`src/rtl/vga_console_ctrl.sv`:
```
// Terminal-style writer for the text buffer: byte stream in, cursor tracking, CR/LF/BS/FF handling, clear sweep.
// Optional feature macro VGA_CONSOLE_CLEAR_ON_RESET_EN: blank the whole screen right after reset release.
module vga_console_ctrl #(
  parameter int          COLS       = 80,
  parameter int          ROWS       = 30,
  parameter int          ADDR_W     = $clog2(COLS*ROWS),
  parameter logic [7:0]  BLANK_CHAR = 8'h20
) (
  input  logic              clk_i,
  input  logic              rst_i,
  input  logic [7:0]        char_i,
  input  logic              char_valid_i,
  output logic              char_ready_o,
  input  logic              clr_i,
  output logic [7:0]        char_o,
  output logic [ADDR_W-1:0] addr_o,
  output logic              wen_o,
  output logic              busy_o,
  output logic [6:0]        cursor_col_o,
  output logic [4:0]        cursor_row_o
);

  typedef enum logic {IDLE, CLEAR} state_t;

  localparam logic [7:0]        CH_CR         = 8'h0D;
  localparam logic [7:0]        CH_LF         = 8'h0A;
  localparam logic [7:0]        CH_BS         = 8'h08;
  localparam logic [7:0]        CH_FF         = 8'h0C;
  localparam logic [ADDR_W-1:0] LAST_ADDR     = ADDR_W'(COLS*ROWS-1);
  localparam logic [ADDR_W-1:0] COLS_A        = ADDR_W'(COLS);
  localparam logic [6:0]        LAST_COL      = 7'(COLS-1);
  localparam logic [4:0]        LAST_ROW      = 5'(ROWS-1);

  state_t              state_q, state_d;
  logic [6:0]          col_q;
  logic [4:0]          row_q;
  logic [ADDR_W-1:0]   row_base_q;
  logic [ADDR_W-1:0]   addr_q;
  logic [7:0]          char_q;
  logic                wen_q;
  logic                init_pend;
  logic                fire;
  logic                start_clear;
  logic                sweep_done;
  logic [ADDR_W-1:0]   addr_here;
  logic [4:0]          row_next;
  logic [ADDR_W-1:0]   row_base_next;

`ifdef VGA_CONSOLE_CLEAR_ON_RESET_EN
  logic init_pend_q;
  always_ff @(posedge clk_i or posedge rst_i) begin
    if (rst_i) init_pend_q <= 1'b1;
    else       init_pend_q <= 1'b0;
  end
  assign init_pend = init_pend_q;
`else
  assign init_pend = 1'b0;
`endif

  assign char_ready_o = (state_q == IDLE) & ~clr_i & ~init_pend & ~rst_i;
  assign fire         = char_valid_i & char_ready_o;
  assign addr_here    = row_base_q + ADDR_W'(col_q);

  // row_base tracks row*COLS incrementally so no multiplier is needed
  always_comb begin
    row_next      = row_q + 5'd1;
    row_base_next = row_base_q + COLS_A;
    if (row_q == LAST_ROW) begin
      row_next      = '0;
      row_base_next = '0;
    end
  end

  always_ff @(posedge clk_i or posedge rst_i) begin
    if (rst_i) state_q <= IDLE;
    else       state_q <= state_d;
  end

  always_comb begin
    state_d     = state_q;
    start_clear = 1'b0;
    sweep_done  = 1'b0;
    if (state_q == IDLE) begin
      if (clr_i || init_pend || (fire && char_i == CH_FF)) begin
        state_d     = CLEAR;
        start_clear = 1'b1;
      end
    end else begin
      if (addr_q == LAST_ADDR) begin
        state_d    = IDLE;
        sweep_done = 1'b1;
      end
    end
  end

  always_ff @(posedge clk_i or posedge rst_i) begin
    if (rst_i) begin
      col_q      <= '0;
      row_q      <= '0;
      row_base_q <= '0;
      addr_q     <= '0;
      char_q     <= '0;
      wen_q      <= 1'b0;
    end else begin
      wen_q <= 1'b0;
      if (start_clear) begin
        addr_q <= '0;
        char_q <= BLANK_CHAR;
        wen_q  <= 1'b1;
      end else if (state_q == CLEAR) begin
        if (sweep_done) begin
          col_q      <= '0;
          row_q      <= '0;
          row_base_q <= '0;
        end else begin
          addr_q <= addr_q + ADDR_W'(1);
          char_q <= BLANK_CHAR;
          wen_q  <= 1'b1;
        end
      end else if (fire) begin
        unique case (char_i)
          CH_CR: col_q <= '0;
          CH_LF: begin
            col_q      <= '0;
            row_q      <= row_next;
            row_base_q <= row_base_next;
          end
          CH_BS: begin
            if (col_q != 7'd0) begin
              col_q  <= col_q - 7'd1;
              addr_q <= addr_here - ADDR_W'(1);
              char_q <= BLANK_CHAR;
              wen_q  <= 1'b1;
            end
          end
          default: begin
            addr_q <= addr_here;
            char_q <= char_i;
            wen_q  <= 1'b1;
            if (col_q == LAST_COL) begin
              col_q      <= '0;
              row_q      <= row_next;
              row_base_q <= row_base_next;
            end else begin
              col_q <= col_q + 7'd1;
            end
          end
        endcase
      end
    end
  end

  assign char_o       = char_q;
  assign addr_o       = addr_q;
  assign wen_o        = wen_q;
  assign busy_o       = (state_q == CLEAR);
  assign cursor_col_o = col_q;
  assign cursor_row_o = row_q;

endmodule

```
`config.mk`:
```
export PLATFORM = sky130hd
export DESIGN_NAME = vga_console_ctrl
export DESIGN_NICKNAME = d
export VERILOG_FILES = /design/src/rtl/vga_console_ctrl.sv
export SDC_FILE = /design/constraint.sdc
export NUM_CORES = 1
export LEC_CHECK = 0
export CAP_MARGIN = 20
export CORE_ASPECT_RATIO = 1.75
export CORE_MARGIN = 1.5
export CORE_UTILIZATION = 55
export DETAILED_ROUTE_END_ITERATION = 7
export PLACE_DENSITY = 0.81
export SETUP_SLACK_MARGIN = 0.3
export SLEW_MARGIN = 20
export SYNTH_ARGS = -nofsm -noshare
export SYNTH_HDL_FRONTEND = slang
export SYNTH_SLANG_ARGS = --single-unit
```
`constraint.sdc`:
```
create_clock -name clk_i -period 3.8 [get_ports clk_i]
set_clock_uncertainty 0.2 [all_clocks]
set_input_delay 0.76 -clock clk_i [delete_from_list [all_inputs] [get_ports clk_i]]
set_output_delay 0.76 -clock clk_i [all_outputs]
set_load 0.005 [all_outputs]
```
# After elaboration in Yosys (flattened, before gate mapping)
# Index checks and enable logic that the tools add are counted.
# W data, S select, Z words.
classes:
  n_mul: 0
  n_lt_le_gt_ge: 0
  addsub: 7
  bitwise_logic: 7
  n_reduce_logical: 11
  shift: 0
  muxes: 42
  eq_ne: 13
  div_mod_pow: 0
ops:
  columns: ["operator", "count"]
  rows:
  - ["$mux W12", 10]
  - ["$pmux W12 S2", 2]
  - ["$mux W8", 5]
  - ["$mux W7", 5]
  - ["$eq A8 B4 Y1 const B", 4]
  - ["$mux W5", 5]
  - ["$pmux W8 S2", 1]
  - ["$pmux W7 S2", 1]
  - ["$add A12 B1 Y12 const B", 1]
  - ["$add A12 B7 Y12", 1]
  - ["$add A12 B7 Y12 const B", 1]
  - ["$eq A12 B12 Y1 const B", 1]
  - ["$sub A12 B1 Y12 const B", 1]
  - ["$mux W1", 11]
  - ["$pmux W5 S2", 1]
  - ["$reduce_and A4 Y1", 2]
  - ["$add A7 B1 Y7 const B", 1]
  - ["$eq A7 B7 Y1 const B", 1]
  - ["$reduce_bool A7 Y1", 1]
  - ["$sub A7 B1 Y7 const B", 1]
  - ["$ne A3 B3 Y1 const B", 2]
  - ["$reduce_bool A3 Y1", 2]
  - ["$add A5 B1 Y5 const B", 1]
  - ["$eq A5 B5 Y1 const B", 1]
  - ["11 further kinds", 18]
totals:
  regBits: 46
  rom_bits: 0
  n_memories: 0
  out_inout_bits: 35
  mem_bits_rw: 0
  latchBits: 0

# Logic depth before layout (Yosys ltp)
# Gate-level depths: netlist of the first run.
logic_depth:
  ltp_word: 10
  ltp_mapped: 9
  depth_no_buf: 9

# Worst setup path before layout of the first run
# Ideal clock, no wire load.
synth_timing:
  path_kind: "input-to-reg"
  startpoint: "in char_i[2]"
  endpoint: "reg addr_q[9] (netlist: addr_o[9])"
  path_slack_ns: 1.105
  stages: 7
  setup_time_ns: 0.126
  arrival_ns: 2.369
  path_cell_list: "buf_2 -> nor4_4 -> nand4_2 -> or4_1 -> nand4_1 -> nand2_1 -> o32a_1"
synth_between:
  elab_chain_cells: 7
synth_lines:
  columns: ["element", "line_no", "rtl"]
  rows:
  - ["start: declaration", "11", "input logic [7:0] char_i,"]
  - ["$eq A8 B4 Y1", "84", "if (clr_i || init_pend || (fire && char_i == CH_FF)) begin"]
  - ["$logic_and A1 B1 Y1", "84", null]
  - ["$logic_or A1 B1 Y1", "84", null]
  - ["$mux W1", "84", null]
  - ["$mux W1", "83", "if (state_q == IDLE) begin"]
  - ["$ne A4 B4 Y1 (no source line) (tied with other cells)", null, null]
  - ["$reduce_and A4 Y1 (no source line)", null, null]
  - ["end signal: assignment", "116", "addr_q <= addr_q + ADDR_W'(1);"]
  - ["end signal: assignment", "131", "addr_q <= addr_here - ADDR_W'(1);"]
  - ["end signal: assignment", "137", "addr_q <= addr_here;"]
  - ["end: declaration", "38", "logic [ADDR_W-1:0] addr_q;"]
# Several ways; a longest one is shown, not always the timed one. The select of a mux whose other input is x is not followed.
# A chain may end at the register's enable or synchronous reset.

# Worst setup path after layout of the first run
layout_timing:
  startpoint: "in char_i[2]"
  endpoint: "reg row_base_q[11]"
layout_between:
  elab_chain_cells: 7
layout_lines:
  columns: ["element", "line_no", "rtl"]
  rows:
  - ["$eq A8 B4 Y1", "84", null]
  - ["$logic_and A1 B1 Y1", "84", null]
  - ["$logic_or A1 B1 Y1", "84", null]
  - ["$mux W1", "84", null]
  - ["$mux W1", "83", null]
  - ["$not A1 Y1 (no source line)", null, null]
  - ["$reduce_and A5 Y1 (no source line)", null, null]
  - ["end signal: assignment", "126", "row_base_q <= row_base_next;"]
  - ["end signal: assignment", "143", "row_base_q <= row_base_next;"]
  - ["end: declaration", "37", "logic [ADDR_W-1:0] row_base_q;"]
# Several ways; a longest one is shown, not always the timed one. The select of a mux whose other input is x is not followed.

==> results of run 1 <==
==> layout by cell type, fill, tap and decap left out, types with 3 or more instances in the layout <==
cell             netlist  routed
clkdlybuf4s50_1        0      46
dfrtp_1               42      42
nand2_1               35      35
o21ai_0               32      32
nor2_1                28      28
a21oi_1               17      17
nand3_1               16      16
o31ai_1               16      16
inv_1                 15      15
ha_1                  12      12
xnor2_1               10      10
nor3_1                 9       9
and3_1                 7       7
nand4_1                6       6
a211oi_1               6       6
xor2_1                 6       6
clkbuf_8               0       6
a22oi_1                5       5
buf_4                  0       5
o211ai_1               4       4
a21o_1                 4       4
a31oi_1                4       4
nor2b_1                4       4
a221o_1                4       4
or2_1                  3       3
nor3b_1                3       3
and4_1                 3       3
nand3b_1               3       3
o41ai_1                3       3
o22ai_1                3       3
or3_1                  3       3
==> layer usage <==
layer	routed length, um	GRT usage	part of all wire
met1	3072	0.3192	0.40
met2	4082	0.4795	0.54
met3	348	0.03466	0.046
met4	103	0.08916	0.014
met5	0	0	0
==> stage by stage <==
step / area (um2) / hold WS [ps] / power [mW]
CTS: 3611 / 286.2 / 1.173
global placement: 3520 / 264.7 / 0.8699
detailed placement: 3520 / 269.7 / 0.8791
finish: 3611 / 281.5 / 1.173
global route: 3611 / 310.4 / 1.236
floorplan: 3024 / 273.3 / 0.7310
==> sequential cells by signal, summed over array words and instances, names as in the netlist <==
signal	cells
cursor_row_o	5
cursor_col_o	7
wen_o	1
row_base_q	8
addr_o	12
char_o	8
busy_o	1
==> cells in the mapped netlist, drive strengths merged, types with 2 or more instances <==
library cell,count
xnor2,10
a221o,4
or3,3
nand3b,3
nor4bb,2
o41ai,3
ha,12
and4,3
clkbuf,8
nor4,2
o21ai,36
inv,16
and3,7
a21oi,17
a22oi,5
mux2i,2
nor3,9
nor2b,4
nand2,35
or2,5
nor3b,3
o211ai,4
a211oi,6
nor4b,3
buf,12
nand4,7
o31ai,16
nor2,28
a31oi,4
xor2,6
o22ai,3
dfrtp,42
nand3,16
and2,2
a21o,4
==> layout make-up <==
cell class              count  area, um2
clock buffers               7      86.33
clock inverters             1      5.005
fillers                   445       1688
inverters                  16      60.06
multi-input cells         280       1818
flip-flops and latches     42       1051
well taps                  74      92.59
repair buffers             51      498.0
==> cells by family (layout without fill, tap and decap cells) <==
kind of cell,after synthesis,count (layout),synth area share
xor+xnor,16,16,0.04634
fa+ha+maj,12,12,0.04965
simple gates,136,136,0.2474
buf+inv,36,75,0.05130
flops,42,42,0.3475
mux,2,2,0.006620
compound gates,114,114,0.2511
==> worst max-delay path: stages <==
cell             delay [ps]
clkdlybuf4s50_1         570
nor3b_1                 220
and4_1                  250
o21ai_2                 270
inv_2                   180
nor2_1                  130
nand3_1                 360
o41ai_1                 460
==> worst min-delay path by stage <==
stage,from,end,slack [ps],cells after the start
final,char_o[4],char_o[4],280,2
after global placement,char_o[2],char_o[2],260,2
after detailed placement,char_o[4],char_o[4],270,2
after CTS,char_o[4],char_o[4],290,2
after floorplan,char_o[0],char_o[0],270,2
after global routing,char_o[4],char_o[4],310,2
==> power groups by stage <==
stage,clock (mW),sequential [mW],combinational [mW]
floorplan,0,0.566,0.165
global placement,0,0.587,0.283
detailed placement,0,0.589,0.290
CTS,0.301,0.580,0.291
global route,0.318,0.596,0.322
finish,0.301,0.582,0.290
==> impl_metrics.yaml, run 1 <==
outcome:
  status: "finished clean"
power:
  swShare: 0.3016
  clkPwrFrac: 0.257
  p_sw_mw: 0.3539
  seqPwrFrac: 0.496
  p_leak_nw: 1.496
  ir_drop_uv: 198.9
  p_comb_frac: 0.247
  p_per_area_nw_per_um2: 325.0
  p_int_mw: 0.8195
sta:
  period_share: 0.8521
  slew_violations: 0
  worst_pin_slew_ps: 923.9
  finalSetupViolCount: 0
  finalHoldViolCount: 0
  rsz0062_at_grt: "no"
  layout_min_cycle_time_ps: 3238
  max_freq_mhz: 308.8
  setup_slack_ps: 562.1
  max_slew_margin: 0.3840
  fin_tns_setup_ps: 0
floorplan:
  start_util: 0.5707
  die_h_um: 101.1
  die_width_um: 59.06
  die_area_um2: 5970
  rows: 35
  pin_count: 47
  core_um2: 5299
layout:
  areaGrowthSynthToFinish_pct: 19.40
  nets: 420
  final_util: 0.6815
  antennaDiodeCount: 0
  fin_cells: 471
  post_route_cells_drive_above_1_share: 0.05793
flow_run:
  max_cap_viol_count: 0
routing:
  drt_iter0_markers: 165
  post_drt_wl_per_cell_um: 16.15
  vias_per_cell: 6.191
  routed_wl_um: 7606
  first_pass_iters: 5
  drc: 0
  vias: 2916
  ant_nets: 0
worst_setup_path:
  path_class: "in -> reg"
  critPathMaxFanout: 15
  endpoint_kind: "flop"
  cp-endpoint: "row_base_q[11]"
  rr_startpoint: "cursor_col_o[1]"
  crit_arrival_ps: 3220
  cp.required_ps: 3790
  r2r_cells: 6
  startpoint: "char_i[2]"
  worstReg2RegEnd: "row_base_q[11]"
  crit_path_start_kind: "input port"
  r2r_slack_ps: 930
place:
  place_ws_ps: 280.2
  hpwl_um: 5575
  gp_congestion: 0.9429
  dp.cells: 463
  io_buffers: 46
cts:
  cts_sinks: 42
  clk_latency_ps: 290
  cts_made_buffers: 5
  path_clk_slew_ps: 80
  cts_resized: 0
  cts_hold_buffers: 0
  clockBufferDepth: 2
  ctsRootBufferMaster: "clkbuf_8"
  htree_levels: 2
  cts_setup_buffers: 0
  cts_tree: "built"
global_route:
  grt_overflow: 0
  grt_max_degree: 43
  grt_antenna_before_repair: 0
  grt_first_pass_wirelength_um: 12560
  track_usage: 0.2675
  grt_pass1_vias: 2658
logic_synthesis:
  synthDistinctLibCells: 62
  syn_nets: 382
  synth_edf_count: 0
  synth_warnings: 0
  ys_ff_latch: 42
  async_flop_share: 1.000
  yosysSeqAreaShare: 0.3475
  synthTopCellsByArea: "dfrtp_1 (35%), o21ai_0 (5.3%), ha_1 (5.0%)"
  synthCells: 358
  synth_area_leader_cell: "dfrtp_1"
  synth-main-ff-cell: "dfrtp_1"
  synth_top_area_frac: 0.3475
  synth.cell_area_um2: 3024
  syn_area_per_cell_um2: 8.447
min_path:
  hold_class: "reg -> reg"
(Power assumes the default switching activity.)
==> inputs of run 2 (changes only) <==
--- a/config.mk
+++ b/config.mk
@@ -7,7 +7,7 @@
 export LEC_CHECK = 0
 export CAP_MARGIN = 20
 export CORE_ASPECT_RATIO = 1.75
-export CORE_MARGIN = 1.5
+export CORE_MARGIN = 5
 export CORE_UTILIZATION = 55
 export DETAILED_ROUTE_END_ITERATION = 7
 export PLACE_DENSITY = 0.81
==> run 2 against run 1 <==
Compared with the run above:
- combinational power barely moved
- worst setup slack worse by 0.78 ps
- largest cell class unchanged
- sequential cell count unchanged
- global-route usage shrank 3.4 points
- critical endpoint is now cursor_row_o[0]
- utilization is 0.64 points higher
- design area up 0.94%
==> impl_metrics.yaml, run 2 (synthesized netlist as in run 1, its figures left out) <==
min_path:
  holdPathEnd: "char_o[4]"
  hold_path.startpoint: "char_o[4]"
  whs_path_depth: 2
  hold_class: "reg -> reg"
floorplan:
  die_h_um: 108.1
  rows: 35
  die_area_um2: 7140
  die_width_um: 66.06
  core_um2: 5299
  pin_count: 47
  start_util: 0.5707
worst_setup_path:
  endpoint_kind: "flop"
  crit_arrival_ps: 3250
  worstReg2RegEnd: "addr_o[11]"
  cp.required_ps: 3820
  r2r_cells: 7
  path_class: "in -> reg"
  r2r_slack_ps: 1080
  rr_startpoint: "cursor_col_o[5]"
  crit_path_start_kind: "input port"
  critPathMaxFanout: 13
sta:
  finalHoldViolCount: 0
  period_share: 0.8523
  finalSetupViolCount: 0
  setup_slack_ps: 561.3
  whs_ps: 281.1
  fin_tns_setup_ps: 0
  max_slew_margin: 0.3673
  slew_violations: 0
  rsz0062_at_grt: "no"
  max_freq_mhz: 308.8
  layout_min_cycle_time_ps: 3239
  worst_pin_slew_ps: 949.0
cts:
  cts_resized: 0
  htree_levels: 2
  cts_sinks: 42
  ctsRootBufferMaster: "clkbuf_8"
  cts_made_buffers: 5
  cts_setup_buffers: 0
  cts_hold_buffers: 0
  cts_tree: "built"
  path_clk_slew_ps: 80
  clockBufferDepth: 2
  clk_latency_ps: 300
routing:
  ant_nets: 0
  vias: 2903
  vias_per_cell: 6.137
  drc: 0
  routed_wl_um: 7799
  post_drt_wl_per_cell_um: 16.49
  drt_iter0_markers: 199
  first_pass_iters: 5
global_route:
  grt_first_pass_wirelength_um: 13280
  grt_overflow: 0
  use_met2: 0.4085
  gr-max-usage-layer: "met2"
  track_usage: 0.2330
  grt_pass1_vias: 2865
  grtUsageMet1: 0.2785
  gr-usage-met3: 0.03638
  grt_max_degree: 43
  grt_antenna_before_repair: 0
layout:
  design_area_um2: 3645
  final_cell_mix: "clkdlybuf4s50_1 (46), dfrtp_1 (42), nand2_1 (35), o21ai_0 (32), nor2_1 (28)"
  multi_input_area_um2: 1818
  antennaDiodeCount: 0
  areaGrowthSynthToFinish_pct: 20.52
  mostFrequentLayoutCell: "clkdlybuf4s50_1"
  fin_cells: 473
  fillerInstances: 456
  seq_area_um2: 1051
  largest_register_ffs: 12
  post_route_cells_drive_above_1_share: 0.06516
  nets: 422
place:
  dp.cells: 465
  gp_congestion: 0.8907
  io_buffers: 46
  place_ws_ps: 291.4
  hpwl_um: 5678
  dpl_cell_area_um2: 3535
outcome:
  status: "finished clean"
flow_run:
  max_cap_viol_count: 0
power:
  ir_drop_uv: 237.4
  p_per_area_nw_per_um2: 333.8
  p_leak_nw: 1.512
[run 2: cell type report]
type / instances / area share
inverter: 16 / 0.01648
timing repair buffer: 53 / 0.1407
tap: 74 / 0.02540
clock buffer: 8 / 0.03021
sequential: 42 / 0.2884
multi-input combinational: 280 / 0.4988
[run 2: through the flow]
| stage | total power [mW] | util |
|---|---|---|
| floorplan | 0.7310 | - |
| global placement | 0.8711 | 0.6671 |
| detailed placement | 0.8824 | 0.6671 |
| CTS | 1.220 | 0.6878 |
| global route | 1.283 | 0.6878 |
| finish | 1.217 | 0.6878 |
[run 2: routing by layer]
metal  wire length, um  up-vias
met5                 0        -
met4               181        0
met3               379       19
met2              4064      104
met1              3174     1371
li1                  -     1409
[run 2: worst max path at each step]
stage,slack [ps],startpoint,cells after the start,endpoint
6_report,560,char_i[6],7,cursor_row_o[0]
5_1_grt,350,char_i[6],7,cursor_row_o[0]
4_1_cts,580,char_i[6],7,row_base_q[11]
3_5_place_dp,290,char_i[6],7,row_base_q[11]
3_3_place_gp,320,char_i[6],7,cursor_row_o[1]
2_1_floorplan,1110,char_i[2],7,addr_o[9]
[run 2: critical path: stages]
cell,delay [ps]
clkdlybuf4s50_1,490
nor4_2,590
and4b_1,290
a211oi_1,70
a21oi_1,770
o21ai_0,160
o21ai_0,120
[run 2: where the power goes]
group | internal [mW] | switching [mW] | total (mW)
combinational | 0.176 | 0.115 | 0.291
sequential | 0.497 | 0.0867 | 0.584
clock | 0.184 | 0.159 | 0.342
total | 0.856 | 0.360 | 1.22
==> inputs of run 3 (changes only) <==
==> constraint.sdc (replaced) <==
create_clock -name clk_i -period 3.7 [get_ports clk_i]
set_clock_uncertainty 0.2 [all_clocks]
set_input_delay 0.74 -clock clk_i [delete_from_list [all_inputs] [get_ports clk_i]]
set_output_delay 0.74 -clock clk_i [all_outputs]
set_load 0.005 [all_outputs]
==> run 3 against run 2 <==
Compared with the run above:
- power rose by 3.8%
- routed wire length shrank 0.13%
- critical path type unchanged
- via count rose by 1.9%
- sequential power up 2%
- register-to-register slack worse by 110 ps
- critical path depth rose by 1
- combinational power is 4% higher
- worst setup slack worse by 37 ps
- sequential share of layout area rose by 0.060 points
- utilization is 0.14 points lower
==> impl_metrics.yaml, run 3 (synthesized netlist as in run 1, its figures left out) <==
outcome:
  status: "finished clean"
floorplan:
  pin_count: 47
  start_util: 0.5707
  die_area_um2: 7140
  rows: 35
  core_um2: 5299
  die_width_um: 66.06
  die_h_um: 108.1
layout:
  fillerInstances: 435
  mostFrequentLayoutCell: "clkdlybuf4s50_1"
  antennaDiodeCount: 0
  nets: 421
  areaGrowthSynthToFinish_pct: 20.27
  largest_register_ffs: 12
  post_route_cells_drive_above_1_share: 0.06030
  final_cell_mix: "clkdlybuf4s50_1 (46), dfrtp_1 (42), nand2_1 (35), o21ai_0 (32), nor2_1 (28)"
sta:
  max_slew_margin: 0.5968
  period_share: 0.8582
  slew_violations: 0
  rsz0062_at_grt: "no"
  finalHoldViolCount: 0
  finalSetupViolCount: 0
  worst_pin_slew_ps: 604.8
  fin_tns_setup_ps: 0
  max_freq_mhz: 314.9
  layout_min_cycle_time_ps: 3175
worst_setup_path:
  worstPathCellList: "clkdlybuf4s50_1 > nor4_2 > o211ai_1 > a21oi_1 > a21o_1 > buf_4 > a21oi_1 > a2bb2oi_1"
  r2r_slack_ps: 970
  crit_path_start_kind: "input port"
  crit_top_cell: "a21oi_1"
  crit_path_top_delay_cell: "nor4_2"
  critPathMaxFanout: 26
  path_class: "in -> reg"
  endpoint_kind: "flop"
  worstReg2RegEnd: "addr_o[9]"
  cp.required_ps: 3690
  rr_startpoint: "cursor_col_o[4]"
  crit_arrival_ps: 3160
  critical-path-max-stage-delay_ps: 590
  r2r_cells: 7
flow_run:
  max_cap_viol_count: 0
global_route:
  grt_first_pass_wirelength_um: 13110
  grt_overflow: 0
  grt_max_degree: 43
  grt_antenna_before_repair: 0
  grt_pass1_vias: 2800
  track_usage: 0.2297
routing:
  post_drt_wl_per_cell_um: 16.50
  routed_wl_um: 7789
  drt_iter0_markers: 257
  met1Wirelength_um: 3201
  drc: 0
  top_layer: "met4"
  dr_wl_met2_um: 3990
  ant_nets: 0
  dr_wl_met3_um: 378
  vias: 2957
  vias_per_cell: 6.265
  first_pass_iters: 5
power:
  p_leak_nw: 1.504
  power_mw: 1.262
  ir_drop_uv: 257.0
  p_per_area_nw_per_um2: 347.1
cts:
  cts_sinks: 42
  path_clk_slew_ps: 80
  ctsRootBufferMaster: "clkbuf_8"
  cts_made_buffers: 5
  clockBufferDepth: 2
  htree_levels: 2
  cts_tree: "built"
  clk_latency_ps: 300
place:
  hpwl_um: 5577
  gp_congestion: 0.8688
  io_buffers: 46
min_path:
  whs_path_depth: 2
  holdPathEnd: "char_o[5]"
  hold_class: "reg -> reg"
  hold_path.startpoint: "char_o[5]"
run 3: area by class of cell:
cell class / instances / area, um2 / area share
inverters: 16 / 60.06 / 0.01651
clock inverters: 1 / 30.03 / 0.008256
well taps: 74 / 92.59 / 0.02546
repair buffers: 52 / 505.5 / 0.1390
flip-flops and latches: 42 / 1051 / 0.2890
multi-input cells: 280 / 1822 / 0.5009
clock buffers: 7 / 76.32 / 0.02098
run 3: routing by layer:
layer,vias up,GRT usage
met1,1409,0.2744
met5,-,0
met3,24,0.03638
met4,0,0.1105
li1,1417,-
met2,107,0.3948
run 3: worst max-delay path by stage:
stage	depth (start not counted)	slack [ps]	start	end
2_1_floorplan	7	1030	char_i[2]	addr_o[9]
3_3_place_gp	7	190	char_i[6]	row_base_q[11]
3_5_place_dp	7	180	char_i[6]	row_base_q[9]
4_1_cts	7	460	char_i[6]	row_base_q[9]
5_1_grt	8	360	char_i[6]	addr_o[6]
6_report	8	520	char_i[6]	addr_o[6]
run 3: critical path: cells and delay by family:
kind	cells	cell delay, ps
buffers and inverters	2	790
AO/OA/AOI/OAI	5	1020
AND/OR/NAND/NOR	1	590
run 3: repair_timing:
| action | 4_1_cts | 5_1_grt |
|---|---|---|
| hold buffers | 0 | 0 |
| setup buffers | 0 | 0 |
| gates resized for setup | 0 | 1 |
| setup endpoints to repair | 0 | 13 |
run 3: stage by stage:
step / worst slack (ps) / util / hold slack (ps) / std cells / instance area [um2]
finish: 524.6 / 0.6864 / 279.9 / 472 / 3637
global route: 355.1 / 0.6864 / 300.7 / 472 / 3637
CTS: 463.2 / 0.6857 / 289.2 / 472 / 3633
detailed placement: 175.3 / 0.6656 / 271.7 / 464 / 3527
global placement: 191.7 / 0.6656 / 265.4 / 464 / 3527
floorplan: 1025 / - / 273.3 / 358 / 3024
run 3: power by group:
group          internal, mW  switching, mW
Combinational         0.182          0.122
Sequential            0.511         0.0856
Clock                 0.202          0.161
Total                 0.894          0.368
